### src/rtl/scm_write_arbiter.sv
// Write-side front end for the latch-based register file: per-port FIFOs merged
// through a round-robin arbiter onto one write port, plus a pending-write hazard check.
module scm_write_arbiter #(
    parameter int unsigned ADDR_WIDTH = 5,
    parameter int unsigned DATA_WIDTH = 32,
    parameter int unsigned N_PORTS    = 2,
    parameter int unsigned FIFO_DEPTH = 2
) (
    input  logic                          clk,
    input  logic                          rst,
    input  logic [N_PORTS-1:0]            req_valid_i,
    output logic [N_PORTS-1:0]            req_ready_o,
    input  logic [N_PORTS*ADDR_WIDTH-1:0] req_addr_i,
    input  logic [N_PORTS*DATA_WIDTH-1:0] req_data_i,
    input  logic                          stall_i,
    output logic                          we_o,
    output logic [ADDR_WIDTH-1:0]         waddr_o,
    output logic [DATA_WIDTH-1:0]         wdata_o,
    input  logic [ADDR_WIDTH-1:0]         chk_addr_i,
    output logic                          chk_hit_o
);
    localparam int unsigned PTR_W = $clog2(FIFO_DEPTH);
    localparam int unsigned CNT_W = PTR_W + 1;
    localparam int unsigned RR_W  = $clog2(N_PORTS);

    logic [ADDR_WIDTH-1:0] addr_mem_q [N_PORTS][FIFO_DEPTH];
    logic [ADDR_WIDTH-1:0] addr_mem_d [N_PORTS][FIFO_DEPTH];
    logic [DATA_WIDTH-1:0] data_mem_q [N_PORTS][FIFO_DEPTH];
    logic [DATA_WIDTH-1:0] data_mem_d [N_PORTS][FIFO_DEPTH];
    logic [PTR_W-1:0]      rd_ptr_q [N_PORTS];
    logic [PTR_W-1:0]      rd_ptr_d [N_PORTS];
    logic [PTR_W-1:0]      wr_ptr_q [N_PORTS];
    logic [PTR_W-1:0]      wr_ptr_d [N_PORTS];
    logic [CNT_W-1:0]      cnt_q [N_PORTS];
    logic [CNT_W-1:0]      cnt_d [N_PORTS];
    logic [N_PORTS-1:0]    ready_q, ready_d;
    logic [RR_W-1:0]       rr_q, rr_d;
    logic                  we_q, we_d;
    logic [ADDR_WIDTH-1:0] waddr_q, waddr_d;
    logic [DATA_WIDTH-1:0] wdata_q, wdata_d;

    logic                  gnt_valid;
    logic [RR_W-1:0]       gnt_idx;

    // Round-robin search: first non-empty FIFO at or after rr_q, wrapping.
    always_comb begin
        int unsigned idx;
        gnt_valid = 1'b0;
        gnt_idx   = '0;
        idx       = 0;
        for (int unsigned i = 0; i < N_PORTS; i++) begin
            idx = 32'(rr_q) + i;
            if (idx >= N_PORTS) idx = idx - N_PORTS;
            if (!stall_i && !gnt_valid && cnt_q[RR_W'(idx)] != '0) begin
                gnt_valid = 1'b1;
                gnt_idx   = RR_W'(idx);
            end
        end
    end

    always_comb begin
        logic push;
        logic pop;
        addr_mem_d = addr_mem_q;
        data_mem_d = data_mem_q;
        rd_ptr_d   = rd_ptr_q;
        wr_ptr_d   = wr_ptr_q;
        cnt_d      = cnt_q;
        ready_d    = ready_q;
        push       = 1'b0;
        pop        = 1'b0;
        for (int unsigned p = 0; p < N_PORTS; p++) begin
            push = req_valid_i[p] && ready_q[p];
            pop  = gnt_valid && (gnt_idx == RR_W'(p));
            if (push) begin
                addr_mem_d[p][wr_ptr_q[p]] = req_addr_i[p*ADDR_WIDTH +: ADDR_WIDTH];
                data_mem_d[p][wr_ptr_q[p]] = req_data_i[p*DATA_WIDTH +: DATA_WIDTH];
                wr_ptr_d[p] = wr_ptr_q[p] + PTR_W'(1);
            end
            if (pop) rd_ptr_d[p] = rd_ptr_q[p] + PTR_W'(1);
            case ({push, pop})
                2'b10:   cnt_d[p] = cnt_q[p] + CNT_W'(1);
                2'b01:   cnt_d[p] = cnt_q[p] - CNT_W'(1);
                default: cnt_d[p] = cnt_q[p];
            endcase
            // Ready tracks the post-edge count, so a full FIFO stays not-ready in its pop cycle.
            ready_d[p] = (cnt_d[p] != CNT_W'(FIFO_DEPTH));
        end
    end

    always_comb begin
        we_d    = 1'b0;
        waddr_d = waddr_q;
        wdata_d = wdata_q;
        rr_d    = rr_q;
        if (gnt_valid) begin
            we_d    = 1'b1;
            waddr_d = addr_mem_q[gnt_idx][rd_ptr_q[gnt_idx]];
            wdata_d = data_mem_q[gnt_idx][rd_ptr_q[gnt_idx]];
            rr_d    = (32'(gnt_idx) == N_PORTS - 1) ? '0 : gnt_idx + RR_W'(1);
        end
    end

    always_ff @(posedge clk or posedge rst) begin
        if (rst) begin
            for (int unsigned p = 0; p < N_PORTS; p++) begin
                for (int unsigned e = 0; e < FIFO_DEPTH; e++) begin
                    addr_mem_q[p][e] <= '0;
                    data_mem_q[p][e] <= '0;
                end
                rd_ptr_q[p] <= '0;
                wr_ptr_q[p] <= '0;
                cnt_q[p]    <= '0;
            end
            ready_q <= '1;
            rr_q    <= '0;
            we_q    <= 1'b0;
            waddr_q <= '0;
            wdata_q <= '0;
        end else begin
            addr_mem_q <= addr_mem_d;
            data_mem_q <= data_mem_d;
            rd_ptr_q   <= rd_ptr_d;
            wr_ptr_q   <= wr_ptr_d;
            cnt_q      <= cnt_d;
            ready_q    <= ready_d;
            rr_q       <= rr_d;
            we_q       <= we_d;
            waddr_q    <= waddr_d;
            wdata_q    <= wdata_d;
        end
    end

    // An entry is live when its offset from the read pointer is below the occupancy.
    always_comb begin
        logic [PTR_W-1:0] off;
        off       = '0;
        chk_hit_o = we_q && (waddr_q == chk_addr_i);
        for (int unsigned p = 0; p < N_PORTS; p++) begin
            for (int unsigned e = 0; e < FIFO_DEPTH; e++) begin
                off = PTR_W'(e) - rd_ptr_q[p];
                if (({1'b0, off} < cnt_q[p]) && (addr_mem_q[p][e] == chk_addr_i))
                    chk_hit_o = 1'b1;
            end
        end
    end

    assign req_ready_o = ready_q;
    assign we_o        = we_q;
    assign waddr_o     = waddr_q;
    assign wdata_o     = wdata_q;

endmodule

### config.mk
export PLATFORM = sky130hd
export DESIGN_NAME = scm_write_arbiter
export DESIGN_NICKNAME = d
export VERILOG_FILES = /design/src/rtl/scm_write_arbiter.sv
export SDC_FILE = /design/constraint.sdc
export NUM_CORES = 1
export LEC_CHECK = 0
export BUFFER_PORTS_ARGS = -buffer_cell sky130_fd_sc_hd__buf_4
export CAP_MARGIN = 0
export CORE_UTILIZATION = 58
export DETAILED_ROUTE_END_ITERATION = 16
export PLACE_DENSITY = 0.77
export SYNTH_ARGS = -nofsm -noshare
export SYNTH_HDL_FRONTEND = slang
export SYNTH_SLANG_ARGS = --single-unit
### constraint.sdc
create_clock -name clk -period 7.76 [get_ports clk]
set_clock_uncertainty 0.05 [all_clocks]
set_input_delay 1.164 -clock clk [delete_from_list [all_inputs] [get_ports clk]]
set_output_delay 1.164 -clock clk [all_outputs]
set_load 0.01 [all_outputs]
; ---- Word level (Yosys, flattened, before mapping)
; Cells that the tools add are included.
[classes]
n_addsub = 16
n_lt_le_gt_ge = 14
n_eq_ne = 11
muxes = 47
n_bitwise = 7
reduce_logical = 18
[op_table]
columns = op, count
row1 = $mux 64, 3
row2 = $mux 32, 5
row3 = $bwmux 64, 2
row4 = $demux 32 s1, 2
row5 = $mux 10, 3
row6 = $eq 5x5->1, 5
row7 = $mux 5, 5
row8 = $bwmux 10, 2
row9 = $mux 1, 15
row10 = $ge 2x2->1 const B, 7
row11 = $logic_and 1x1->1, 14
row12 = $mux 2, 6
row13 = $not 1->2, 6
row14 = $demux 5 s1, 2
row15 = $lt 1x2->1, 4
row16 = $pmux 2 s2, 2
row17 = $add 1x1->1 const B, 5
row18 = $add 2x1->2 const B, 2
row19 = $eq 2x1->1 const B, 2
row20 = $eq 2x2->1 const B, 2
row21 = $lt 2x1->1 const B, 2
row22 = $ne 2x2->1 const B, 2
row23 = $reduce_bool 2->1, 2
row24 = $sub 1x1->1 const A, 4
row25 = other kinds (6), 9
[totals]
ff_bits = 197
word_cells = 132

; ---- Depth between registers and ports, before layout
; Gate-level depths: netlist of the first run.
[logic_depth]
word_depth = 21
depth_mapped = 10

; ---- Least setup slack after synthesis of the first run
; No wires, ideal clock.
[synth_path]
path_kind = input port to output port
startpoint = input port chk_addr_i[1]
endpoint = output port chk_hit_o
t_arrival_ns = 2.134
required_ns = 6.546
path_slack_ns = 4.412
path_stages = 5
path_buffers = 1
cell_sequence = clkbuf_1 xnor2_1 o2111ai_1 or3_1 nand4_1
[synth_via]
elab_chain_len = 6
word_cells_on_any_way = 14
cone_classes = 5 x eq/ne / 4 x mux / 5 x reduce/logical
[synth_rtl]
columns = element, line_no
row1 = start: declaration, 19  ; input logic [ADDR_WIDTH-1:0] chk_addr_i,
row2 = $eq 5x5->1 (on tied branches), "138, 142"
row3 = $logic_and 1x1->1 (on tied branches), "138, 142"
row4 = $mux 1 (3 in a row), 142  ; if (({1'b0, off} < cnt_q[p]) && (addr_mem_q[p][e] == chk_addr_i))
row5 = $mux 1 (*), 142
row6 = end: declaration, 20  ; output logic chk_hit_o
; Every way passes the cells marked *; elsewhere a longest branch is shown, timed or not.

; ---- Worst setup path in the final report of the first run
[layout_path]
startpoint = input port chk_addr_i[4]
endpoint = output port chk_hit_o
; The elaborated chain is that of the path after synthesis.

==> out/qor.txt, run 1 <==
gr usage total = 24.2%
Post-CTS Setup Repair Bufs = 0
Die Y = 127 um
Slew headroom = 23.4%
CTS max path bufs = 2
final global-route overflow total = 0
post-route ant nets = 0
Remaining DRCs = 0
RePlAce Congestion = 0.888
CTS Hold Bufs = 0
CP Max Fanout = 5
TritonCTS buffer count = 17
crit path from = chk_addr_i[4]
vias in the first global route = 5739
drt initial violations = 236
crit path DAT = 2.16 ns
total wire length = 18.3 mm
highest clock rate = 297 MHz
RR Startpoint = cnt_q[2]
Max VDD drop = 200 uV
io pins = 125
DP Wirelength = 11.8 mm
vias post-DR = 5324
largest net degree at the start of global routing = 113
leakage power = 5.04 nW
register area share after synthesis = 54.5%
CTS root buf = clkbuf_16
most common cell after layout, fill and taps aside = dfrtp_1
multi-input logic area = 3850 um2
pwr dens = 450 nW/um2
fin. max-slew vios = 0
CTS tree = done
Crit Path Class = in2out
layout cells sized above 1 = 46.7%
cts repair resizes = 0
RSZ-0062 raised after global routing = no
final number of setup-violating endpoints = 0
clk_lat worst skew = 0.43 ns
fin crit share = 43.4%
largest stage delay on the critical path = 0.37 ns
Syn Nets = 735
final hold vios = 0
H-Tree Depth = 4
n_diodes = 0
antenna violations before repair = 0
DRT Pass-1 Iters = 4
Die Footprint = 16100 um2
Avg Inst Size Synth = 13.9 um2
total power = 4.81 mW
Worst setup SP type = input pin
FF+latch area = 4930 um2
critical-path cell list = buf_4, xnor2_1, o2111ai_1, or3_1, nand4_1, buf_4
Synth warnings = 0
Critical Path Sink Type = primary output
cell mode on critical path = buf_4
commonest non-fill, non-tap cells in the layout = dfrtp_1 (193), mux2_2 (143), buf_4 (129)
Req. time, crit path = 6.55 ns
first-pass GRT wire length = 29.5 mm
# rows = 45
clock slew at reported path FFs = 0.07 ns
status = finished clean
Final Critical Period = 3.37 ns
core area = 15200 um2
synthesized area = 9040 um2
Slew @ Worst Pin = 1.15 ns
Layout fillers = 1069
Via density = 5.56
Max-Cap Viols = 0
Hold Startpoint = wdata_o[31]
Starting Density = 59.5%
Area Overhead vs Synth = 18.1%
Hold WC Path Type = reg2reg
CP max-delay cell = or3_1
final setup TNS = 0 ns
Seq cells post-synth = 197
WL/cell = 19.1 um
Chip Width = 127 um
post-synthesis cell type count = 34
synthesized instance count = 649
Final nets = 842
# clock sinks = 197
IO buf count = 124
[metal layers]
layer / wire, um / track usage, % / vias to the layer above
met1: 8210 / 31.4 / 2732
met4: 226 / 7.07 / 0
met3: 635 / 5.44 / 17
met5: 0 / 0 / -
li1: - / - / 2483
met2: 9200 / 40.8 / 92
[synth_stat cells]
cell	instances	area (um2)
buf_2	18	90.1
xor2_1	19	166
nor4_1	3	18.8
o21ai_1	30	150
o2111ai_1	1	8.76
o21ai_0	1	5.00
nand4_1	2	12.5
inv_2	1	3.75
o21ai_2	7	61.3
clkbuf_1	9	33.8
dfstp_2	2	52.6
mux2_4	35	526
or3_1	1	6.26
nor2b_1	2	12.5
buf_4	3	22.5
nand2_1	45	169
nor2_2	1	6.26
a2bb2oi_1	1	8.76
nand3_1	4	20.0
o221ai_4	1	26.3
buf_6	9	101
inv_1	5	18.8
dfrtp_1	195	4880
a21oi_1	2	10.0
or2_1	2	12.5
a21o_1	1	7.51
nor2_1	6	22.5
buf_1	2	7.51
xnor2_1	14	123
and2_2	1	7.51
ha_1	2	25.0
mux2_1	7	78.8
mux2i_1	74	741
mux2_2	143	1610
[final cells by class]
cell class	instances	share of cell area (%)
Clock buffer	21	4.40
Clock inverter	11	1.85
Inverter	6	0.281
Multi-Input combinational cell	405	36.0
Sequential cell	197	46.2
Tap cell	188	2.20
Timing Repair Buffer	129	9.07
[logic make-up after synthesis]
| logic type | count (synthesis) | synth area share, % |
|---|---|---|
| compound gates | 44 | 3.07 |
| xor+xnor | 33 | 3.20 |
| fa+ha+maj | 2 | 0.277 |
| buf+inv | 47 | 3.07 |
| flops | 197 | 54.5 |
| mux | 259 | 32.7 |
| simple gates | 67 | 3.18 |
[worst paths after layout]
kind                                  end  slack, ns  depth (start not counted)
max in group asynchronous  data_mem_q[44]       5.31                          3
max reg2reg                req_ready_o[0]       5.02                          8
min in group asynchronous  data_mem_q[71]       0.81                          2
min reg2reg                   wdata_o[31]       0.44                          2
min                           wdata_o[31]       0.44                          2
max                             chk_hit_o       4.39                          6
[through the flow]
step / area, um2 / setup slack [ns] / instances / utilization, % / hold WS [ns]
2_1_floorplan: 9040 / 1.18 / 649 / - / 0.409
3_3_place_gp: 10000 / 4.40 / 925 / 65.9 / 0.417
3_5_place_dp: 10000 / 4.39 / 925 / 65.9 / 0.427
4_1_cts: 10700 / 4.38 / 957 / 70.3 / 0.442
5_1_grt: 10700 / 4.29 / 957 / 70.3 / 0.452
6_report: 10700 / 4.39 / 957 / 70.3 / 0.436
[where the power goes]
part | switching (mW) | internal [mW] | leakage, nW
registers | 0.345 | 1.56 | 2.33
clock network | 0.376 | 0.600 | 0.323
logic | 0.805 | 1.12 | 2.38
[critical path, delay by kind of cell]
kind                   cells  cell delay (ns)
XOR/XNOR                   1             0.16
buffers and inverters      2             0.26
AO/OA/AOI/OAI              1             0.12
AND/OR/NAND/NOR            2             0.45
[registers in the layout, summed over array words and instances, names as in the netlist]
signal,cells
wr_ptr_q,2
req_ready_o,2
we_o,1
addr_mem_q,20
rr_q,1
data_mem_q,128
rd_ptr_q,2
cnt_q,4
wdata_o,32
waddr_o,5
Note: power is estimated with default switching activity, not from simulation.
==> run 2: changes to the inputs <==
--- a/config.mk
+++ b/config.mk
@@ -5,6 +5,7 @@
 export SDC_FILE = /design/constraint.sdc
 export NUM_CORES = 1
 export LEC_CHECK = 0
+export ABC_AREA = 1
 export BUFFER_PORTS_ARGS = -buffer_cell sky130_fd_sc_hd__buf_4
 export CAP_MARGIN = 0
 export CORE_UTILIZATION = 58
==> constraint.sdc (replaced) <==
create_clock -name clk -period 3.46 [get_ports clk]
set_clock_uncertainty 0.05 [all_clocks]
set_input_delay 0.519 -clock clk [delete_from_list [all_inputs] [get_ports clk]]
set_output_delay 0.519 -clock clk [all_outputs]
set_load 0.01 [all_outputs]
==> run 2 against run 1 <==
Via count rose by 51%. Non-clock buffer count rose by 15. First-iteration DRC count rose to 2.5 times the previous value. Sequential share of layout area fell by 1.2 points. Synthesized cell count rose by 88%. Largest cell class unchanged. Synthesized area rose by 2.5%. Sequential cell count did not move. Final area rose by 2.6%. Sequential power rose by 110%.
==> out/qor.txt, run 2 <==
status = finished clean
Layout Utilization = 71.0%
IO buf count = 124
vias in the first global route = 7659
fin crit share = 72.0%
fin. max-slew vios = 0
pwr dens = 915 nW/um2
hold slack final = 0.132 ns
final hold vios = 0
most common library cells after synthesis = nand2_1 (563), dfrtp_1 (195), o21ai_0 (153)
synthesized instance count = 1223
final setup TNS = 0 ns
largest net degree at the start of global routing = 59
Synth top area share = 52.6%
count leader, synth = nand2_1
H-Tree Depth = 4
Remaining DRCs = 0
Avg Inst Size Synth = 7.58 um2
# clock sinks = 197
max reg flops = 128
cell taking the most area after synthesis = dfrtp_1
Synth warnings = 0
Final nets = 1402
DP Wirelength = 14.3 mm
DP Area = 10400 um2
top_reg_cell synth = dfrtp_1
Slew @ Worst Pin = 1.05 ns
Worst setup SP type = flip-flop
post-route ant nets = 0
Syn Nets = 1309
Final Critical Period = 2.49 ns
Layout fillers = 1305
Seq cells post-synth = 197
placed cells = 1508
switching portion of total power = 40.8%
io pins = 125
highest clock rate = 402 MHz
part of the power in combinational logic = 39.9%
# rows = 45
Chip Width = 128 um
n_diodes = 0
RSZ-0062 raised after global routing = no
Hold WC Path Type = in2async
Via density = 5.22
WL/cell = 14.6 um
post-synthesis cell type count = 24
TritonCTS buffer count = 17
clk_lat worst skew = 0.44 ns
crit path DAT = 2.77 ns
DRT Pass-1 Iters = 6
Crit Path Class = reg2reg
CTS max path bufs = 2
final global-route overflow total = 0
internal power = 5.94 mW
clock group share of total power = 19.7%
Starting Density = 60.1%
r2r worst-path depth = 9
setup slack after layout = 0.970 ns
register area share after synthesis = 53.2%
switching pwr = 4.08 mW
Final Non-Filler Cells = 1540
clock slew at reported path FFs = 0.07 ns
final design area excluding fillers = 11000 um2
commonest non-fill, non-tap cells in the layout = nand2_1 (563), dfrtp_1 (195), o21ai_0 (153)
Area Overhead vs Synth = 18.1%
synthesized area = 9270 um2
Flop pwr share = 40.4%
drt initial violations = 599
CP Max Fanout = 23
total power = 10.0 mW
Req. time, crit path = 3.74 ns
final number of setup-violating endpoints = 0
total wire length = 22.5 mm
FFs w/ async S/R, synth = 100%
CTS tree = done
Die Y = 128 um
Most flops, register = data_mem_q
RePlAce Congestion = 0.840
vias post-DR = 8034
cts repair resizes = 0
most common cell after layout, fill and taps aside = nand2_1
first-pass GRT wire length = 36.9 mm
Setup Slack @ Placement = 1.08 ns
CTS Hold Bufs = 0
top post-synthesis cells by area = dfrtp_1 (53%), nand2_1 (23%), o21ai_0 (8.3%)
antenna violations before repair = 0
Max VDD drop = 479 uV
CTS root buf = clkbuf_16
Max-Cap Viols = 0
gr usage total = 29.1%
layout cells sized above 1 = 14.7%
leakage power = 6.09 nW
Die Footprint = 16500 um2
Slew headroom = 29.7%
Critical Path Sink Type = flip-flop
Post-CTS Setup Repair Bufs = 0
Post-synth EDFFs = 0
core area = 15400 um2
==> run 2: changes by cell type in the layout (fill, tap and decap cells not counted), sizes merged, moves of 14 or more <==
cell / before / now
nand2: 45 / 566
mux2: 185 / 0
o21ai: 38 / 154
inv: 6 / 96
nand3: 4 / 84
mux2i: 74 / 0
buf: 129 / 144
nor2: 7 / 21
==> run 2: cell families (layout without fill, tap and decap cells) <==
family	after synthesis	after routing	synth area share [%]
adder cells (fa/ha/maj)	2	2	0.270
AND/OR/NAND/NOR	683	683	29.2
XOR/XNOR	12	12	1.13
buffers and inverters	166	272	7.29
flip-flops	197	197	53.2
AO/OA/AOI/OAI	163	163	8.88
==> run 2: per-layer routing <==
metal	part of all wire (%)	vias up	track usage, %
met1	44	3731	38.1
met2	49	282	49.4
li1	-	3989	-
met3	5.2	32	4.99
met4	1.4	0	9.76
met5	0	-	0
==> run 2: cell type report <==
class / count / area [um2] / area share, %
clock buffers: 20 / 457 / 4.17
repair buffers: 144 / 1120 / 10.2
clock inverters: 12 / 129 / 1.18
flip-flops and latches: 197 / 4930 / 45.0
multi-input cells: 860 / 3690 / 33.7
well taps: 211 / 264 / 2.41
inverters: 96 / 364 / 3.32
==> run 2: power by group through the flow <==
stage               Combinational, mW  Clock, mW  Sequential (mW)
floorplan                        2.80          0             3.97
CTS                              4.01       1.99             4.04
finish                           4.00       1.97             4.05
global route                     4.56       2.08             4.17
global placement                 3.84          0             4.03
detailed placement               3.95          0             4.06
==> run 2: critical path, stage by stage, from the launching register on <==
cell	delay, ns
dfrtp_1	0.47
o21ai_4	0.59
nand2_2	0.21
nand2_1	0.12
nand2_2	0.33
buf_4	0.34
nand2_1	0.08
nand2_1	0.06
nand2_1	0.07
nand2_1	0.05
==> run 2: final timing paths <==
kind | from | end | slack, ns
max | cnt_q[2] | wdata_o[22] | 0.97
min | rst | wdata_o[6] | 0.13
max reg2reg | cnt_q[2] | wdata_o[22] | 0.97
min reg2reg | wdata_o[23] | wdata_o[23] | 0.43
max in group asynchronous | rst | req_ready_o[1] | 2.35
min in group clk | req_data_i[5] | data_mem_q[101] | 0.29
==> run 3: changes to the inputs <==
--- a/config.mk
+++ b/config.mk
@@ -8,9 +8,9 @@
 export ABC_AREA = 1
 export BUFFER_PORTS_ARGS = -buffer_cell sky130_fd_sc_hd__buf_4
 export CAP_MARGIN = 0
-export CORE_UTILIZATION = 58
+export CORE_UTILIZATION = 52
 export DETAILED_ROUTE_END_ITERATION = 16
-export PLACE_DENSITY = 0.77
+export PLACE_DENSITY = 0.73
 export SYNTH_ARGS = -nofsm -noshare
 export SYNTH_HDL_FRONTEND = slang
 export SYNTH_SLANG_ARGS = --single-unit
==> constraint.sdc (replaced) <==
create_clock -name clk -period 2.1 [get_ports clk]
set_clock_uncertainty 0.05 [all_clocks]
set_input_delay 0.315 -clock clk [delete_from_list [all_inputs] [get_ports clk]]
set_output_delay 0.315 -clock clk [all_outputs]
set_load 0.01 [all_outputs]
==> run 3 against run 2 <==
Critical endpoint is now chk_hit_o. Clock-buffer cell count is 2 lower. Setup slack worse by 0.86 ns. Largest power group is now combinational logic. Register-to-register slack worse by 0.86 ns.
==> out/qor.txt, run 3 (same netlist as run 2, synthesis figures left out) <==
gr usage total = 26.2%
Slew headroom = 63.2%
largest net degree at the start of global routing = 76
drt initial violations = 549
DP Wirelength = 14.5 mm
clock group share of total power = 19.8%
vias post-DR = 8054
Hold WC Path Type = in2reg
layout cells sized above 1 = 15.7%
Chip Width = 136 um
final number of setup-violating endpoints = 0
internal power = 10.1 mW
fin. max-slew vios = 0
core area = 17400 um2
Layout Utilization = 64.5%
CTS max path bufs = 2
Critical Path Sink Type = primary output
status = finished clean
H-Tree Depth = 4
Worst setup SP type = flip-flop
# clock sinks = 197
commonest non-fill, non-tap cells in the layout = nand2_1 (562), dfrtp_1 (192), o21ai_0 (153)
total wire length = 22.5 mm
io pins = 125
first-pass GRT wire length = 37.2 mm
total power = 16.8 mW
DRT Pass-1 Iters = 6
Flop pwr share = 39.6%
CTS root buf = clkbuf_16
RSZ-0062 raised after global routing = no
Req. time, crit path = 1.74 ns
Die Footprint = 18400 um2
Final Critical Period = 1.99 ns
antenna violations before repair = 0
switching portion of total power = 40.1%
CTS tree = done
crit path DAT = 1.62 ns
Slew @ Worst Pin = 0.551 ns
Final nets = 1412
final hold vios = 0
clk_lat worst skew = 0.43 ns
final global-route overflow total = 0
leakage power = 6.19 nW
switching pwr = 6.76 mW
Die Y = 136 um
WL/cell = 14.4 um
part of the power in combinational logic = 40.7%
post-route ant nets = 0
max reg flops = 128
Crit Path Class = reg2out
Max VDD drop = 820 uV
n_diodes = 0
Via density = 5.15
Area Overhead vs Synth = 20.7%
Most flops, register = data_mem_q
pwr dens = 1500 nW/um2
# rows = 48
RePlAce Congestion = 0.817
highest clock rate = 503 MHz
CP Max Fanout = 3
vias in the first global route = 7539
Starting Density = 53.4%
IO buf count = 124
clock slew at reported path FFs = 0.07 ns
Remaining DRCs = 0
TritonCTS buffer count = 17
most common cell after layout, fill and taps aside = nand2_1
fin crit share = 94.7%
Max-Cap Viols = 0
==> run 3: metal layers <==
metal  share of wire, %  vias up  wire [um]  global-route usage (%)
li1                   -     4004          -                       -
met1                 44     3780       9960                    34.2
met2                 49      242      11000                    44.3
met3                5.5       28       1230                    4.53
met4                1.5        0        337                    8.11
met5                  0        -          0                       0
==> run 3: path summary, 6_finish.rpt <==
kind	startpoint	endpoint	slack, ns	depth (start not counted)
setup / recovery	rd_ptr_q[1]	chk_hit_o	0.11	8
hold / removal	req_data_i[6]	data_mem_q[70]	0.10	3
setup reg to reg	cnt_q[3]	req_ready_o[0]	0.11	9
hold reg to reg	wdata_o[17]	wdata_o[17]	0.43	2
max in group asynchronous	rst	cnt_q[3]	0.89	5
min in group asynchronous	rst	data_mem_q[102]	0.36	3
==> run 3: worst max-delay path: stages (launching register included) <==
cell and delay [ns]:
dfrtp_1 0.44, inv_1 0.15, a21oi_1 0.09, nor2_1 0.15, nand3_1 0.09, nand2_1 0.07, inv_1 0.03, nand2_1 0.05
buf_4 0.11
==> run 3: cell type report <==
cell class                 count  area, um2
clock inverter                13        158
sequential                   197       4940
clock buffer                  18        439
multi-input combinational    860       3710
timing repair buffer         154       1300
fill                        1577       6160
tap                          225        282
inverter                      96        364
==> run 3: what timing repair did <==
action / in CTS / in global routing
setup endpoints to repair: 2 / 40
gates resized for setup: 1 / 12
pin swaps: 0 / 2
hold buffers: 1 / 0
endpoints found under the hold margin: 9 / 0
setup buffers: 0 / 1
==> run 3: power groups by stage <==
stage	clock (mW)	combinational, mW	sequential [mW]
floorplan	0	4.62	6.54
global placement	0	6.58	6.64
detailed placement	0	6.75	6.69
CTS	3.37	6.81	6.64
global route	3.54	7.82	6.86
finish	3.33	6.85	6.66
==> run 3: through the flow <==
| stage | cells | hold WS [ns] | area, um2 | setup slack [ns] | setup TNS (ns) |
|---|---|---|---|---|---|
| 3_5_place_dp | 1530 | 0.265 | 10500 | 0.0189 | 0 |
| 5_1_grt | 1563 | 0.104 | 11200 | 0.00944 | 0 |
| 6_report | 1563 | 0.102 | 11200 | 0.110 | 0 |
| 2_1_floorplan | 1223 | 0.403 | 9280 | -0.810 | -158.23 |
| 3_3_place_gp | 1530 | 0.258 | 10500 | 0.121 | 0 |
| 4_1_cts | 1562 | 0.0875 | 11100 | 0.0563 | 0 |
